<file path="src/rtl/legv8_multicycle_control_pkg.sv">
// LEGv8 multicycle control: shared definitions.
// Holds the FSM state encoding, opcode constants, ALU function (FS) codes,
// PC-select (PS) codes, branch condition codes, and the control-word layout.
// It also holds the immediate extension helpers used by the decoder.
// The package is imported by the interface, the decoder and the top.
package legv8_multicycle_control_pkg;

  typedef enum logic [1:0] {
    ST_FETCH = 2'b00,
    ST_EXEC  = 2'b01,
    ST_MEM   = 2'b10,
    ST_HALT  = 2'b11
  } state_t;

  // 11-bit opcodes (IR[31:21])
  localparam logic [10:0] OP_ADD  = 11'b10001011000;
  localparam logic [10:0] OP_SUB  = 11'b11001011000;
  localparam logic [10:0] OP_AND  = 11'b10001010000;
  localparam logic [10:0] OP_ORR  = 11'b10101010000;
  localparam logic [10:0] OP_SUBS = 11'b11101011000;
  localparam logic [10:0] OP_LDUR = 11'b11111000010;
  localparam logic [10:0] OP_STUR = 11'b11111000000;
  // 10-bit opcodes (IR[31:22])
  localparam logic [9:0]  OP_ADDI = 10'b1001000100;
  localparam logic [9:0]  OP_SUBI = 10'b1101000100;
  // 8-bit opcodes (IR[31:24])
  localparam logic [7:0]  OP_CBZ   = 8'b10110100;
  localparam logic [7:0]  OP_BCOND = 8'b01010100;
  // 6-bit opcode (IR[31:26])
  localparam logic [5:0]  OP_B     = 6'b000101;

  // ALU function select
  localparam logic [4:0] FS_AND = 5'b00000;
  localparam logic [4:0] FS_ORR = 5'b00100;
  localparam logic [4:0] FS_ADD = 5'b01000;
  localparam logic [4:0] FS_SUB = 5'b01001;

  // PC select: hold, increment by 4, add branch offset
  localparam logic [1:0] PS_HOLD   = 2'b00;
  localparam logic [1:0] PS_INC    = 2'b01;
  localparam logic [1:0] PS_BRANCH = 2'b10;

  // B.cond condition codes (IR[3:0])
  localparam logic [3:0] COND_EQ = 4'b0000;
  localparam logic [3:0] COND_NE = 4'b0001;
  localparam logic [3:0] COND_GE = 4'b1010;
  localparam logic [3:0] COND_LT = 4'b1011;

  localparam int CW_W = 30;

  // Control word, MSB first
  typedef struct packed {
    logic       en_pc;
    logic       en_mem;
    logic       en_alu;
    logic       pc_sel;
    logic       b_sel;
    logic       sl;
    logic       wm;
    logic       wr;
    logic [1:0] ps;
    logic [4:0] fs;
    logic [4:0] sb;
    logic [4:0] sa;
    logic [4:0] da;
  } ctrl_t;

  function automatic logic [63:0] zext_imm12(input logic [11:0] imm);
    return {52'd0, imm};
  endfunction

  function automatic logic [63:0] sext_imm9(input logic [8:0] imm);
    return {{55{imm[8]}}, imm};
  endfunction

  // Branch offsets are word counts; scale to bytes
  function automatic logic [63:0] sext_imm19_x4(input logic [18:0] imm);
    return {{43{imm[18]}}, imm, 2'b00};
  endfunction

  function automatic logic [63:0] sext_imm26_x4(input logic [25:0] imm);
    return {{36{imm[25]}}, imm, 2'b00};
  endfunction

endpackage

</file>
<file path="src/rtl/legv8_multicycle_control_if.sv">
// Bus between the LEGv8 control unit and its environment.
//   run          : 1 = sequence, 0 = freeze
//   instruction  : program ROM word, sampled into IR during FETCH
//   status       : {V,C,N,Z} in [4:1], live ALU zero in [0]
//   control_word : datapath control fields (see ctrl_t)
//   constant     : immediate / branch offset for the datapath
//   IL           : instruction-register load strobe
//   halted       : high while the FSM sits in HALT
// master = environment side, slave = control unit side.
interface legv8_multicycle_control_if;
  import legv8_multicycle_control_pkg::*;

  logic            run;
  logic [31:0]     instruction;
  logic [4:0]      status;
  logic [CW_W-1:0] control_word;
  logic [63:0]     constant;
  logic            IL;
  logic            halted;

  modport master (
    output run, instruction, status,
    input  control_word, constant, IL, halted
  );

  modport slave (
    input  run, instruction, status,
    output control_word, constant, IL, halted
  );

endinterface

</file>
<file path="src/rtl/legv8_decoder.sv">
// LEGv8 instruction decoder for the multicycle control unit.
// Purely combinational: maps (state, IR, status) to the control word,
// the datapath constant and the next FSM state.
//   state      : current FSM state
//   ir         : latched instruction register
//   status     : {V,C,N,Z} in [4:1], live ALU zero in [0]
//   ctrl       : decoded control word
//   constant   : immediate / offset, 0 when unused
//   next_state : FSM successor state
module legv8_decoder
  import legv8_multicycle_control_pkg::*;
(
  input  state_t      state,
  input  logic [31:0] ir,
  input  logic [4:0]  status,
  output ctrl_t       ctrl,
  output logic [63:0] constant,
  output state_t      next_state
);

  logic [10:0] op11;
  logic [9:0]  op10;
  logic [7:0]  op8;
  logic [5:0]  op6;
  logic [4:0]  rd;
  logic [4:0]  rn;
  logic [4:0]  rm;
  logic [3:0]  cond;
  logic        flag_v;
  logic        flag_n;
  logic        flag_z;
  logic        flag_c_unused;
  logic        alu_zero;
  logic        cond_taken;

  assign op11 = ir[31:21];
  assign op10 = ir[31:22];
  assign op8  = ir[31:24];
  assign op6  = ir[31:26];
  assign rd   = ir[4:0];   // also Rt for loads, stores and CBZ
  assign rn   = ir[9:5];
  assign rm   = ir[20:16];
  assign cond = ir[3:0];

  assign flag_v        = status[4];
  assign flag_c_unused = status[3];  // no supported condition reads carry
  assign flag_n        = status[2];
  assign flag_z        = status[1];
  assign alu_zero      = status[0];

  function automatic logic is_rtype(input logic [10:0] op);
    return (op == OP_ADD) || (op == OP_SUB) || (op == OP_AND) ||
           (op == OP_ORR) || (op == OP_SUBS);
  endfunction

  function automatic logic [4:0] rtype_fs(input logic [10:0] op);
    logic [4:0] fs;
    case (op)
      OP_AND:          fs = FS_AND;
      OP_ORR:          fs = FS_ORR;
      OP_SUB, OP_SUBS: fs = FS_SUB;
      default:         fs = FS_ADD;
    endcase
    return fs;
  endfunction

  always_comb begin
    case (cond)
      COND_EQ: cond_taken = flag_z;
      COND_NE: cond_taken = !flag_z;
      COND_GE: cond_taken = (flag_n == flag_v);
      COND_LT: cond_taken = (flag_n != flag_v);
      default: cond_taken = 1'b0;
    endcase
  end

  always_comb begin
    ctrl       = '0;
    constant   = '0;
    next_state = state;
    case (state)
      ST_FETCH: begin
        ctrl.en_pc = 1'b1;
        ctrl.ps    = PS_INC;
        next_state = ST_EXEC;
      end

      ST_EXEC: begin
        next_state = ST_FETCH;
        if (op11 == OP_LDUR) begin
          // Address phase only; the register write happens in MEM
          ctrl.fs    = FS_ADD;
          ctrl.b_sel = 1'b1;
          ctrl.sa    = rn;
          constant   = sext_imm9(ir[20:12]);
          next_state = ST_MEM;
        end else if (op11 == OP_STUR) begin
          ctrl.fs    = FS_ADD;
          ctrl.b_sel = 1'b1;
          ctrl.sa    = rn;
          ctrl.sb    = rd;
          ctrl.wm    = 1'b1;
          constant   = sext_imm9(ir[20:12]);
        end else if (is_rtype(op11)) begin
          ctrl.en_alu = 1'b1;
          ctrl.wr     = 1'b1;
          ctrl.sl     = (op11 == OP_SUBS);
          ctrl.fs     = rtype_fs(op11);
          ctrl.sa     = rn;
          ctrl.sb     = rm;
          ctrl.da     = rd;
        end else if ((op10 == OP_ADDI) || (op10 == OP_SUBI)) begin
          ctrl.en_alu = 1'b1;
          ctrl.wr     = 1'b1;
          ctrl.b_sel  = 1'b1;
          ctrl.fs     = (op10 == OP_SUBI) ? FS_SUB : FS_ADD;
          ctrl.sa     = rn;
          ctrl.da     = rd;
          constant    = zext_imm12(ir[21:10]);
        end else if (op8 == OP_CBZ) begin
          // XZR | Rt drives the ALU zero flag that selects the branch
          ctrl.sa = 5'd31;
          ctrl.sb = rd;
          ctrl.fs = FS_ORR;
          if (alu_zero) begin
            ctrl.ps  = PS_BRANCH;
            constant = sext_imm19_x4(ir[23:5]);
          end
        end else if (op8 == OP_BCOND) begin
          if (cond_taken) begin
            ctrl.ps  = PS_BRANCH;
            constant = sext_imm19_x4(ir[23:5]);
          end
        end else if (op6 == OP_B) begin
          ctrl.en_pc = 1'b1;
          ctrl.ps    = PS_BRANCH;
          constant   = sext_imm26_x4(ir[25:0]);
        end else begin
          next_state = ST_HALT;
        end
      end

      ST_MEM: begin
        // Keep the LDUR address stable while memory data is written back
        ctrl.fs     = FS_ADD;
        ctrl.b_sel  = 1'b1;
        ctrl.sa     = rn;
        ctrl.en_mem = 1'b1;
        ctrl.wr     = 1'b1;
        ctrl.da     = rd;
        constant    = sext_imm9(ir[20:12]);
        next_state  = ST_FETCH;
      end

      ST_HALT: begin
        next_state = ST_HALT;
      end

      default: begin
        next_state = ST_FETCH;
      end
    endcase
  end

endmodule

</file>
<file path="src/rtl/legv8_multicycle_control.sv">
// LEGv8 multicycle control unit (FETCH / EXEC / MEM / HALT).
// Holds only the FSM state and the instruction register; decoding is done
// by legv8_decoder. Outputs are combinational from state and IR.
//   clock : rising-edge clock
//   reset : asynchronous active-low reset; outputs read 0 while low
//   bus   : slave side of legv8_multicycle_control_if
//           (run, instruction, status in; control_word, constant, IL, halted out)
module legv8_multicycle_control
  import legv8_multicycle_control_pkg::*;
(
  input  logic                      clock,
  input  logic                      reset,
  legv8_multicycle_control_if.slave bus
);

  state_t      state;
  state_t      next_state;
  logic [31:0] ir;
  ctrl_t       dec_ctrl;
  logic [63:0] dec_const;
  ctrl_t       cw;
  logic        il;

  legv8_decoder u_decoder (
    .state      (state),
    .ir         (ir),
    .status     (bus.status),
    .ctrl       (dec_ctrl),
    .constant   (dec_const),
    .next_state (next_state)
  );

  always_ff @(posedge clock or negedge reset) begin
    if (!reset) begin
      state <= ST_FETCH;
      ir    <= '0;
    end else if (bus.run) begin
      if (state == ST_FETCH) begin
        ir <= bus.instruction;
      end
      state <= next_state;
    end
  end

  always_comb begin
    cw = dec_ctrl;
    il = (state == ST_FETCH);
    // Freezing suppresses every side effect; address/select fields stay live
    if (!bus.run) begin
      cw.wr    = 1'b0;
      cw.wm    = 1'b0;
      cw.sl    = 1'b0;
      cw.en_pc = 1'b0;
      il       = 1'b0;
    end
    // Reset blanks outputs immediately, so an aborted EXEC/MEM never writes
    if (!reset) begin
      cw = '0;
      il = 1'b0;
    end
  end

  assign bus.control_word = cw;
  assign bus.constant     = reset ? dec_const : 64'd0;
  assign bus.IL           = il;
  assign bus.halted       = reset && (state == ST_HALT);

endmodule

</file>
<file path="src/flat_wrapper.sv">
// flat-port wrapper written by rule: the top's interface ports become plain ports
module legv8_multicycle_control_flat import legv8_multicycle_control_pkg::*;
  (clock, reset, bus_run, bus_instruction, bus_status, bus_control_word, bus_constant, bus_IL, bus_halted);
  legv8_multicycle_control_if bus_i ();
  input  logic clock;
  input  logic reset;
  input wire logic [$bits(bus_i.run)-1:0] bus_run;
  input wire logic [$bits(bus_i.instruction)-1:0] bus_instruction;
  input wire logic [$bits(bus_i.status)-1:0] bus_status;
  output wire logic [$bits(bus_i.control_word)-1:0] bus_control_word;
  output wire logic [$bits(bus_i.constant)-1:0] bus_constant;
  output wire logic [$bits(bus_i.IL)-1:0] bus_IL;
  output wire logic [$bits(bus_i.halted)-1:0] bus_halted;
  assign bus_i.run = bus_run;
  assign bus_i.instruction = bus_instruction;
  assign bus_i.status = bus_status;
  assign bus_control_word = bus_i.control_word;
  assign bus_constant = bus_i.constant;
  assign bus_IL = bus_i.IL;
  assign bus_halted = bus_i.halted;
  legv8_multicycle_control u_core (.clock(clock), .reset(reset), .bus(bus_i));
endmodule
</file>
<file path="config.mk">
export PLATFORM = sky130hd
export DESIGN_NAME = legv8_multicycle_control_flat
export DESIGN_NICKNAME = d
export VERILOG_FILES = /design/src/rtl/legv8_multicycle_control_pkg.sv /design/src/rtl/legv8_multicycle_control_if.sv /design/src/rtl/legv8_decoder.sv /design/src/rtl/legv8_multicycle_control.sv /design/src/flat_wrapper.sv
export SDC_FILE = /design/constraint.sdc
export NUM_CORES = 1
export LEC_CHECK = 0
export ABC_AREA = 1
export CELL_PAD_IN_SITES_DETAIL_PLACEMENT = 0
export CELL_PAD_IN_SITES_GLOBAL_PLACEMENT = 1
export CORE_ASPECT_RATIO = 1.1
export CORE_MARGIN = 10
export CORE_UTILIZATION = 28
export CTS_CLUSTER_SIZE = 24
export DETAILED_ROUTE_END_ITERATION = 8
export PLACE_DENSITY_LB_ADDON = 0.1
export SKIP_CTS_REPAIR_TIMING = 1
export SYNTH_ARGS = -nofsm -noshare
export SYNTH_HDL_FRONTEND = slang
export SYNTH_SLANG_ARGS = --single-unit
export TNS_END_PERCENT = 20
</file>
<file path="constraint.sdc">
create_clock -name clock -period 3.6 [get_ports clock]
set_input_delay 0.54 -clock clock [delete_from_list [all_inputs] [get_ports clock]]
set_output_delay 0.54 -clock clock [all_outputs]
set_load 0.005 [all_outputs]
</file>
# Word-level counts from Yosys, hierarchy flattened

Cells that the tools add are included.

Bits in registers: 34
Input bits: 40
Output and inout bits: 96

Eq/ne operators: 20
Multiplexer cells: 75
Reductions and logical operators: 11

Operators with widths:

| cell                 | number |
|---|---|
| $mux 64              | 10 |
| $pmux 64 s2          | 1 |
| $eq 11x11->1 const B | 7 |
| $mux 5               | 9 |
| $mux 2               | 15 |
| $mux 30              | 1 |
| $mux 1               | 23 |
| $eq 10x10->1 const B | 2 |
| $pmux 10 s2          | 1 |
| $mux 19              | 1 |
| $mux 14              | 1 |
| $mux 13              | 1 |
| $pmux 4 s3           | 1 |
| $eq 4x4->1 const B   | 2 |
| $eq 8x7->1 const B   | 1 |
| $eq 8x8->1 const B   | 1 |
| $mux 4               | 2 |
| $pmux 2 s4           | 1 |
| $pmux 4 s2           | 1 |
| $eq 6x3->1 const B   | 1 |
| $mux 3               | 2 |
| $pmux 1 s2           | 3 |
| $logic_or 1x1->1     | 5 |
| $eq 2x2->1 const B   | 2 |
| other kinds (12)     | 12 |

# Depth between registers and ports, before layout

Gate-level depths: netlist (run 1).

Depth after elaboration: 12
Gate-level depth with buffers: 13
Depth with buffers taken out: 12

# Hierarchy

From an unflattened synthesis (run 1), not the netlist that was laid out.

Cells, all modules: 788
Area total of the unflattened synthesis: 4503.1 sq um

By module, submodules not included:

| module                   | times used | cells each | area an instance (sq um) | sequential area each (sq um) |
|---|---|---|---|---|
| legv8_decoder            | 1          | 438        | 2336.0                   | 0.0 |
| legv8_multicycle_control | 1          | 350        | 2167.1                   | 850.8 |

# Worst setup path after synthesis (run 1)

Ideal clock, no wire load.

Kind: reg2out
Start: reg u_core.ir[26]
End: out bus_constant[28]
Arrival time: 3.089 ns
Path slack: -0.029 ns
Stages on the path, launching flop included: 10
Cell sequence: dfrtp_1 -> nor2_2 -> nand3_2 -> nand3b_1 -> nand2_2 -> buf_6 -> buf_4 -> nand3_1 -> a31oi_1 -> buf_4

Word-level cells in the longest chain between the ends: 10
Elaborated cells on any way between the ends: 26
Classes of those cells: 12 x eq/ne; 9 x mux; 5 x reduce/logical

Ends and longest elaborated chain:

| what                                               | line                                      | text |
|---|---|---|
| start, declared                                    | legv8_multicycle_control.sv:18            | `logic [31:0] ir;` |
| start signal, assigned                             | legv8_multicycle_control.sv:39            | `ir <= bus.instruction;` |
| $eq 6x3->1 / $eq 11x11->1 (equally long branches)  | legv8_decoder.sv:134, legv8_decoder.sv:52 |  |
| $mux 64 / $logic_or 1x1->1 (equally long branches) | legv8_decoder.sv:134, legv8_decoder.sv:52 |  |
| $mux 64 / $logic_or 1x1->1 (equally long branches) | legv8_decoder.sv:129, legv8_decoder.sv:52 |  |
| $mux 64 / $logic_or 1x1->1 (equally long branches) | legv8_decoder.sv:120, legv8_decoder.sv:52 |  |
| $mux 64 / $logic_or 1x1->1 (equally long branches) | legv8_decoder.sv:112, legv8_decoder.sv:53 |  |
| $mux 64                                            | legv8_decoder.sv:104                      | `end else if (is_rtype(op11)) begin` |
| $mux 64                                            | legv8_decoder.sv:97                       | `end else if (op11 == OP_STUR) begin` |
| $mux 64 *                                          | legv8_decoder.sv:90                       | `if (op11 == OP_LDUR) begin` |
| $pmux 64 s2 *                                      | legv8_decoder.sv:81                       | `case (state)` |
| $mux 64 *                                          | legv8_multicycle_control.sv:64            | `assign bus.constant = reset ? dec_const : 64'd0;` |
| end, declared                                      | flat_wrapper.sv:11                        | `output wire logic [$bits(bus_i.constant)-1:0] bus_constant;` |

Every way passes the cells marked *; elsewhere a longest branch is shown, timed or not.

# Worst setup path in the final report (run 1)

Start: reg u_core.ir[22]
End: out bus_control_word[22]

Word-level cells in the longest chain between the ends: 11
Elaborated cells on any way between the ends: 21
Classes of those cells: 9 x eq/ne; 7 x mux; 5 x reduce/logical

Ends and longest elaborated chain:

| what                          | line                           | text |
|---|---|---|
| $eq 11x11->1                  | legv8_decoder.sv:52            | `return (op == OP_ADD) \|\| (op == OP_SUB) \|\| (op == OP_AND) \|\|` |
| $logic_or 1x1->1 (3 in a row) | legv8_decoder.sv:52            |  |
| $logic_or 1x1->1              | legv8_decoder.sv:53            | `(op == OP_ORR) \|\| (op == OP_SUBS);` |
| $mux 1                        | legv8_decoder.sv:104           |  |
| $mux 3                        | legv8_decoder.sv:97            |  |
| $mux 5 *                      | legv8_decoder.sv:90            |  |
| $pmux 1 s2 *                  | legv8_decoder.sv:81            |  |
| $mux 3 *                      | legv8_multicycle_control.sv:49 | `if (!bus.run) begin` |
| $mux 30 *                     | legv8_multicycle_control.sv:57 | `if (!reset) begin` |
| end, declared                 | flat_wrapper.sv:10             | `output wire logic [$bits(bus_i.control_word)-1:0] bus_control_word;` |

Marked as above.

==> results.ini, run 1 <==
[layout]
fillCellCount = 1408
num-nets-final = 709
antennaDiodeCount = 0
area_growth_pct = 37.35
drive_above_1_share = 0.1355

[timing]
slew_violations = 0
fin_crit_sh = 0.9409
hold_violations = 0
fin_worst_skew_ns = 0.003631
fmax_mhz = 295.2
rsz0062_at_grt = false
tns_ns = 0
relSlewSlack = 0.6148
period_needed_ns = 3.387
tightest_slew_ns = 0.5777
fin_ws_ns = 0.2128
holdWs_ns = 0.1175
finalSetupViolCount = 0

[worst_setup_path]
r2r-end = u_core.state[1]
rrSetupSlack_ns = 1.65
critical_path_peak_fanout = 8
cp_slowest_stage_delay_ns = 0.59
rr_worst_depth = 11
startpoint_type = flop
reg2reg_from = u_core.ir[26]
cp.required_ns = 3.06
critPathTopFamily = simple AND/OR/NAND/NOR gates
crit_slowest_cell = clkdlybuf4s50_1
cp.arrival_ns = 2.85
path_buf_inv = 4
crit_start = u_core.ir[22]
crit_chain = inv_2, nand2_1, nor2_1, nand3_1, nand3_2, o21ai_1, inv_2, nor2_1, buf_4, nor3_1, clkdlybuf4s50_1
crit_path_end_kind = output port
path_class = flop to output port

[floorplan]
die_area_um2 = 18000
coreArea_um2 = 12700
rows = 43
io_pins = 136
die_x_um = 128.8
start_util = 0.2873
die_y_um = 139.7

[global_routing]
grt_usage = 0.1553
grt_max_degree = 56
gr-total-overflow = 0
grt_pass1_wl_mm = 22.47
antenna_found_initial = 0
grt_pass1_vias = 3958

[routing]
post_drt_wl_per_cell_um = 17.54
routed_via_density = 4.931
drc = 0
num_vias = 4048
dr.pass1.iters = 5
totalWireLength_mm = 14.40
drtIter0Drc = 291
ant_nets = 0

[hold_path]
hp-class = primary input to asynchronous set/reset pin

[logic_synthesis]
syn-cell-area_um2 = 3648
yosysTopAreaCell = dfrtp_1
async_flop_share = 1.000
synth_flop_cell = dfrtp_1
synth.avg_cell_area_um2 = 6.401
synth_warnings = 0
synth_edf_count = 0
synth_area_leaders = dfrtp_1 (23%), nand2_1 (14%), buf_4 (9.1%)
ys_seq_area_frac = 0.2332
ys_ff_latch = 34
yosys.area.top_type_share = 0.2332
ys_types = 43
synth.most_common_cell = nand2_1
synthCells = 570
synth_common_cells = nand2_1 (138), nor2_1 (64), a21oi_1 (56)

[power_and_ir_drop]
p_sw_frac = 0.4816
power_switching_uw = 1258
p_seq_frac = 0.328
ir_worst_vdd_mv = 0.2053
p_int_uw = 1354
p_comb_frac = 0.511
total_power_uw = 2613
pwr-share-clk = 0.161
p_per_area_nw_per_um2 = 521.4
leakage_uw = 0.002256

[run]
maxCapViolations = 0

[clocking]
cts_tree = built
clk_pin_slew_worst_paths_ns = 0.06
clkSinkCount = 34
clock_latency_ns = 0.28
cts_made_buffers = 5
cts-root-buf = clkbuf_16
max-clock-path-buffers = 2
ctsHtreeMaxLevel = 2

[outcome]
outcome = completed

[place]
place_ws_ns = 0.3450
post-dp-hpwl_mm = 11.40
place_congestion = 0.8858
io_buffer_count = 131

-- power groups by stage --
stage | sequential [µW] | combinational [µW] | clock (µW)
3_3_place_gp | 855 | 1330 | 0
6_report | 856 | 1340 | 421
3_5_place_dp | 860 | 1350 | 0
4_1_cts | 855 | 1350 | 432
5_1_grt | 887 | 1490 | 446
2_1_floorplan | 729 | 907 | 0
-- worst max-delay path by stage --
| stage | endpoint | slack (ns) | depth (start not counted) |
|---|---|---|---|
| floorplan | bus_constant[28] | 0.54 | 9 |
| global placement | bus_constant[29] | 0.37 | 13 |
| detailed placement | bus_constant[62] | 0.34 | 13 |
| CTS | bus_control_word[14] | 0.25 | 8 |
| global route | bus_control_word[14] | 0.03 | 10 |
| finish | bus_control_word[22] | 0.21 | 11 |
-- layout by cell type, fill, tap and decap left out, types with 3 or more instances in the layout --
cell type / netlist / layout
nand2_1: 138 / 137
clkdlybuf4s50_1: 0 / 130
nor2_1: 64 / 64
a21oi_1: 56 / 56
nand3_1: 46 / 46
inv_1: 38 / 38
dfrtp_1: 34 / 34
buf_4: 44 / 18
nand2_2: 15 / 16
o21ai_1: 13 / 13
nor3_1: 12 / 12
o21ai_0: 12 / 12
inv_2: 10 / 10
a21oi_2: 10 / 10
mux2_2: 9 / 9
o22ai_1: 5 / 5
ha_1: 5 / 5
clkbuf_16: 0 / 5
nand4_1: 4 / 4
nand3_2: 4 / 4
o2111ai_1: 4 / 4
nor2_4: 3 / 3
nor2_2: 3 / 3
conb_1: 1 / 3
-- cell families after synthesis --
| group | count (synthesis) | synth area share |
|---|---|---|
| AO/OA/AOI/OAI | 107 | 0.1701 |
| XOR/XNOR | 1 | 0.002401 |
| adder cells (fa/ha/maj) | 5 | 0.01715 |
| buffers and inverters | 115 | 0.1783 |
| flip-flops | 34 | 0.2332 |
| multiplexers | 9 | 0.02778 |
| other | 1 | 0.001028 |
| AND/OR/NAND/NOR | 298 | 0.3700 |
-- cell type report --
type                            instances  area (µm²)  area share
Timing Repair Buffer                  151        1481      0.2956
Clock inverter                          2       10.01    0.001998
Inverter                               49       183.9     0.03670
Tap cell                              157       196.4     0.03920
Multi-Input combinational cell        423        2163      0.4317
Sequential cell                        34       850.8      0.1698
Clock buffer                            5       125.1     0.02497
-- worst reg2reg max path, cell delays in order (launching register included) --
cell and delay, ns:
dfrtp_1 0.43, nor2_2 0.24, nand3_2 0.11, nor2_1 0.10
nand2_1 0.08, nand2_2 0.22, buf_4 0.24, a21oi_1 0.10
nand2_1 0.08, nor2_1 0.06, o21ai_1 0.12, nand2_1 0.06
-- registers in the layout, summed over array words and instances, names as in the netlist --
register	flops
u_core.ir	32
u_core.state	2
-- per-stage QoR --
stage | utilization | std cells | instance area, µm²
after global placement | 0.3840 | 814 | 4876
after floorplan | - | 572 | 3662
final | 0.3947 | 821 | 5011
after global routing | 0.3947 | 821 | 5011
after CTS | 0.3947 | 821 | 5011
after detailed placement | 0.3840 | 814 | 4876
-- layer usage --
layer / track usage / vias to the layer above / routed length [µm]
li1: - / 2010 / -
met1: 0.2033 / 1864 / 6609
met2: 0.2514 / 161 / 6503
met3: 0.03419 / 13 / 1139
met4: 0.03775 / 0 / 152
met5: 0 / - / 0
Power figures use the tool's default switching activity.
==> run 2: changes to the inputs <==
Settings changed: CORE_MARGIN 10 to unset.
==> results.ini, run 2 (same netlist as run 1, synthesis figures left out) <==
[layout]
final_common_cell = nand2_1
top_register = u_core.ir
area_growth_pct = 36.87
finalCoreUtilization = 0.3950  ; about the same
instances_no_fill = 819  ; -0.24%
mostFrequentLayoutCells = nand2_1 (137), clkdlybuf4s50_1 (130), nor2_1 (64), a21oi_1 (56), nand3_1 (46)
antennaDiodeCount = 0  ; unchanged
drive_above_1_share = 0.1344  ; -0.001101
top_regs = u_core.ir (32), u_core.state (2)
fillCellCount = 1365  ; -3.1%
largest_register_ffs = 32  ; unchanged
num-nets-final = 706  ; -0.42%

[timing]
slew_violations = 0  ; unchanged
tightest_slew_ns = 0.6028  ; +0.02509 ns
rsz0062_at_grt = false
finalSetupViolCount = 0  ; unchanged
relSlewSlack = 0.5981  ; -0.01672
fin_worst_skew_ns = 0.004242  ; +0.0006110 ns
fmax_mhz = 295.8  ; +0.18%
holdWs_ns = 0.1218  ; +0.004306 ns
period_needed_ns = 3.381  ; -0.006034 ns
fin_crit_sh = 0.9392  ; -0.001676
hold_violations = 0  ; unchanged
tns_ns = 0  ; unchanged

[global_routing]
grt_usage = 0.2040  ; +0.04867
top_usage_layer = met2
met1_usage = 0.2633  ; +0.05996
grt_max_degree = 56  ; unchanged
antenna_found_initial = 0  ; unchanged
met2_usage = 0.3451  ; +0.09375
grt_pass1_vias = 3889  ; -1.7%
grt_pass1_wl_mm = 21.44  ; -4.6%
met3_usage = 0.02687  ; -0.007329
gr-total-overflow = 0  ; unchanged

[clocking]
clock_latency_ns = 0.29  ; about the same
max-clock-path-buffers = 2  ; unchanged
cts-root-buf = clkbuf_16
cts_tree = built
cts_made_buffers = 5  ; unchanged
clkSinkCount = 34  ; unchanged
clk_pin_slew_worst_paths_ns = 0.06  ; about the same
ctsHtreeMaxLevel = 2  ; unchanged

[routing]
drtIter0Drc = 304  ; +4.5%
routed_via_density = 4.890  ; -0.82%
totalWireLength_mm = 13.40  ; -7.0%
dr.pass1.iters = 7  ; +2
post_drt_wl_per_cell_um = 16.36  ; -6.8%
ant_nets = 0  ; unchanged
num_vias = 4005  ; -1.1%
drc = 0  ; unchanged

[power_and_ir_drop]
p_sw_frac = 0.4772  ; -0.004377
power_switching_uw = 1249  ; -0.76%
p_per_area_nw_per_um2 = 524.0  ; +0.50%
ir_worst_vdd_mv = 0.2485  ; +21%
p_seq_frac = 0.328  ; about the same
p_comb_frac = 0.499  ; -0.012
pwr-share-clk = 0.172  ; +0.011
leakage_uw = 0.002242  ; -0.60%
p_int_uw = 1368  ; +1.0%

[worst_setup_path]
rr_worst_depth = 11  ; unchanged
reg2reg_from = u_core.ir[25]
path_class = flop to output port
critical_path_peak_fanout = 17  ; +9
startpoint_type = flop
crit_path_end_kind = output port
cp.arrival_ns = 2.84  ; about the same
rrSetupSlack_ns = 1.57  ; -0.08 ns
r2r-end = u_core.state[1]
cp.required_ns = 3.06  ; about the same

[floorplan]
rows = 43  ; unchanged
die_y_um = 121.7  ; -13%
start_util = 0.2886  ; +0.001223
die_area_um2 = 13490  ; -25%
coreArea_um2 = 12640  ; -0.42%
die_x_um = 110.8  ; -14%
io_pins = 136  ; unchanged

[outcome]
outcome = completed

[run]
maxCapViolations = 0  ; unchanged

[place]
dp.cells = 811  ; -0.37%
place_congestion = 0.8450  ; -4.6%
io_buffer_count = 131  ; unchanged
post-dp-hpwl_mm = 10.30  ; -9.7%

[hold_path]
hp-class = primary input to asynchronous set/reset pin

run 2: cell types whose count changed in the layout (fill, tap and decap cells not counted):
cell	before	now
o21ai_2	0	1
o21ai_1	13	12
clkbuf_1	0	1
dfrtp_1	34	33
clkinv_2	2	1
buf_4	18	16
dfrtp_2	0	1
clkbuf_8	0	1
buf_12	2	1
run 2: worst max path at each step:
stage	from	to	slack, ns	cells past startpoint
floorplan	u_core.ir[26]	bus_constant[28]	0.54	9
global placement	bus_status[2]	bus_constant[28]	0.31	13
detailed placement	bus_status[2]	bus_constant[33]	0.29	13
CTS	u_core.ir[25]	bus_control_word[13]	0.11	10
global route	bus_status[2]	bus_constant[31]	0.01	13
finish	u_core.ir[25]	bus_constant[19]	0.22	11
run 2: power groups by stage:
stage	registers [µW]	logic, µW	clock network [µW]
floorplan	729	907	0
global placement	854	1300	0
detailed placement	860	1310	0
CTS	853	1320	463
global route	893	1460	480
finish	859	1310	451
run 2: area by class of cell:
type / count / area (µm²) / share of cell area
multi-input cells: 423 / 2167 / 0.4340
repair buffers: 148 / 1446 / 0.2897
flip-flops and latches: 34 / 852.1 / 0.1706
well taps: 157 / 196.4 / 0.03934
inverters: 49 / 183.9 / 0.03683
clock buffers: 7 / 142.6 / 0.02856
clock inverters: 1 / 5.005 / 0.001002
run 2: per-layer routing:
metal  up-vias  wire length (µm)
li1       1999                 -
met1      1837              5994
met2       149              6404
met3        20               732
met4         0               263
met5         -                 0
run 2: through the flow:
stage	setup slack, ns	instance area [µm²]	total power, µW
final	0.2188	4994	2617
after global routing	0.01412	4994	2828
after CTS	0.1142	4989	2634
after detailed placement	0.2868	4841	2172
after global placement	0.3115	4841	2150
after floorplan	0.5414	3662	1636
run 2: worst max-delay path: stages, from the launching register on:
cell and delay, ns:
dfrtp_1 0.45, nor2_2 0.22, nand3_2 0.11, nor2_1 0.10, nand2_1 0.10, nand2_2 0.26
inv_2 0.20, buf_4 0.24, o2111ai_1 0.13, nand2_2 0.07, a21oi_2 0.14, clkdlybuf4s50_1 0.51
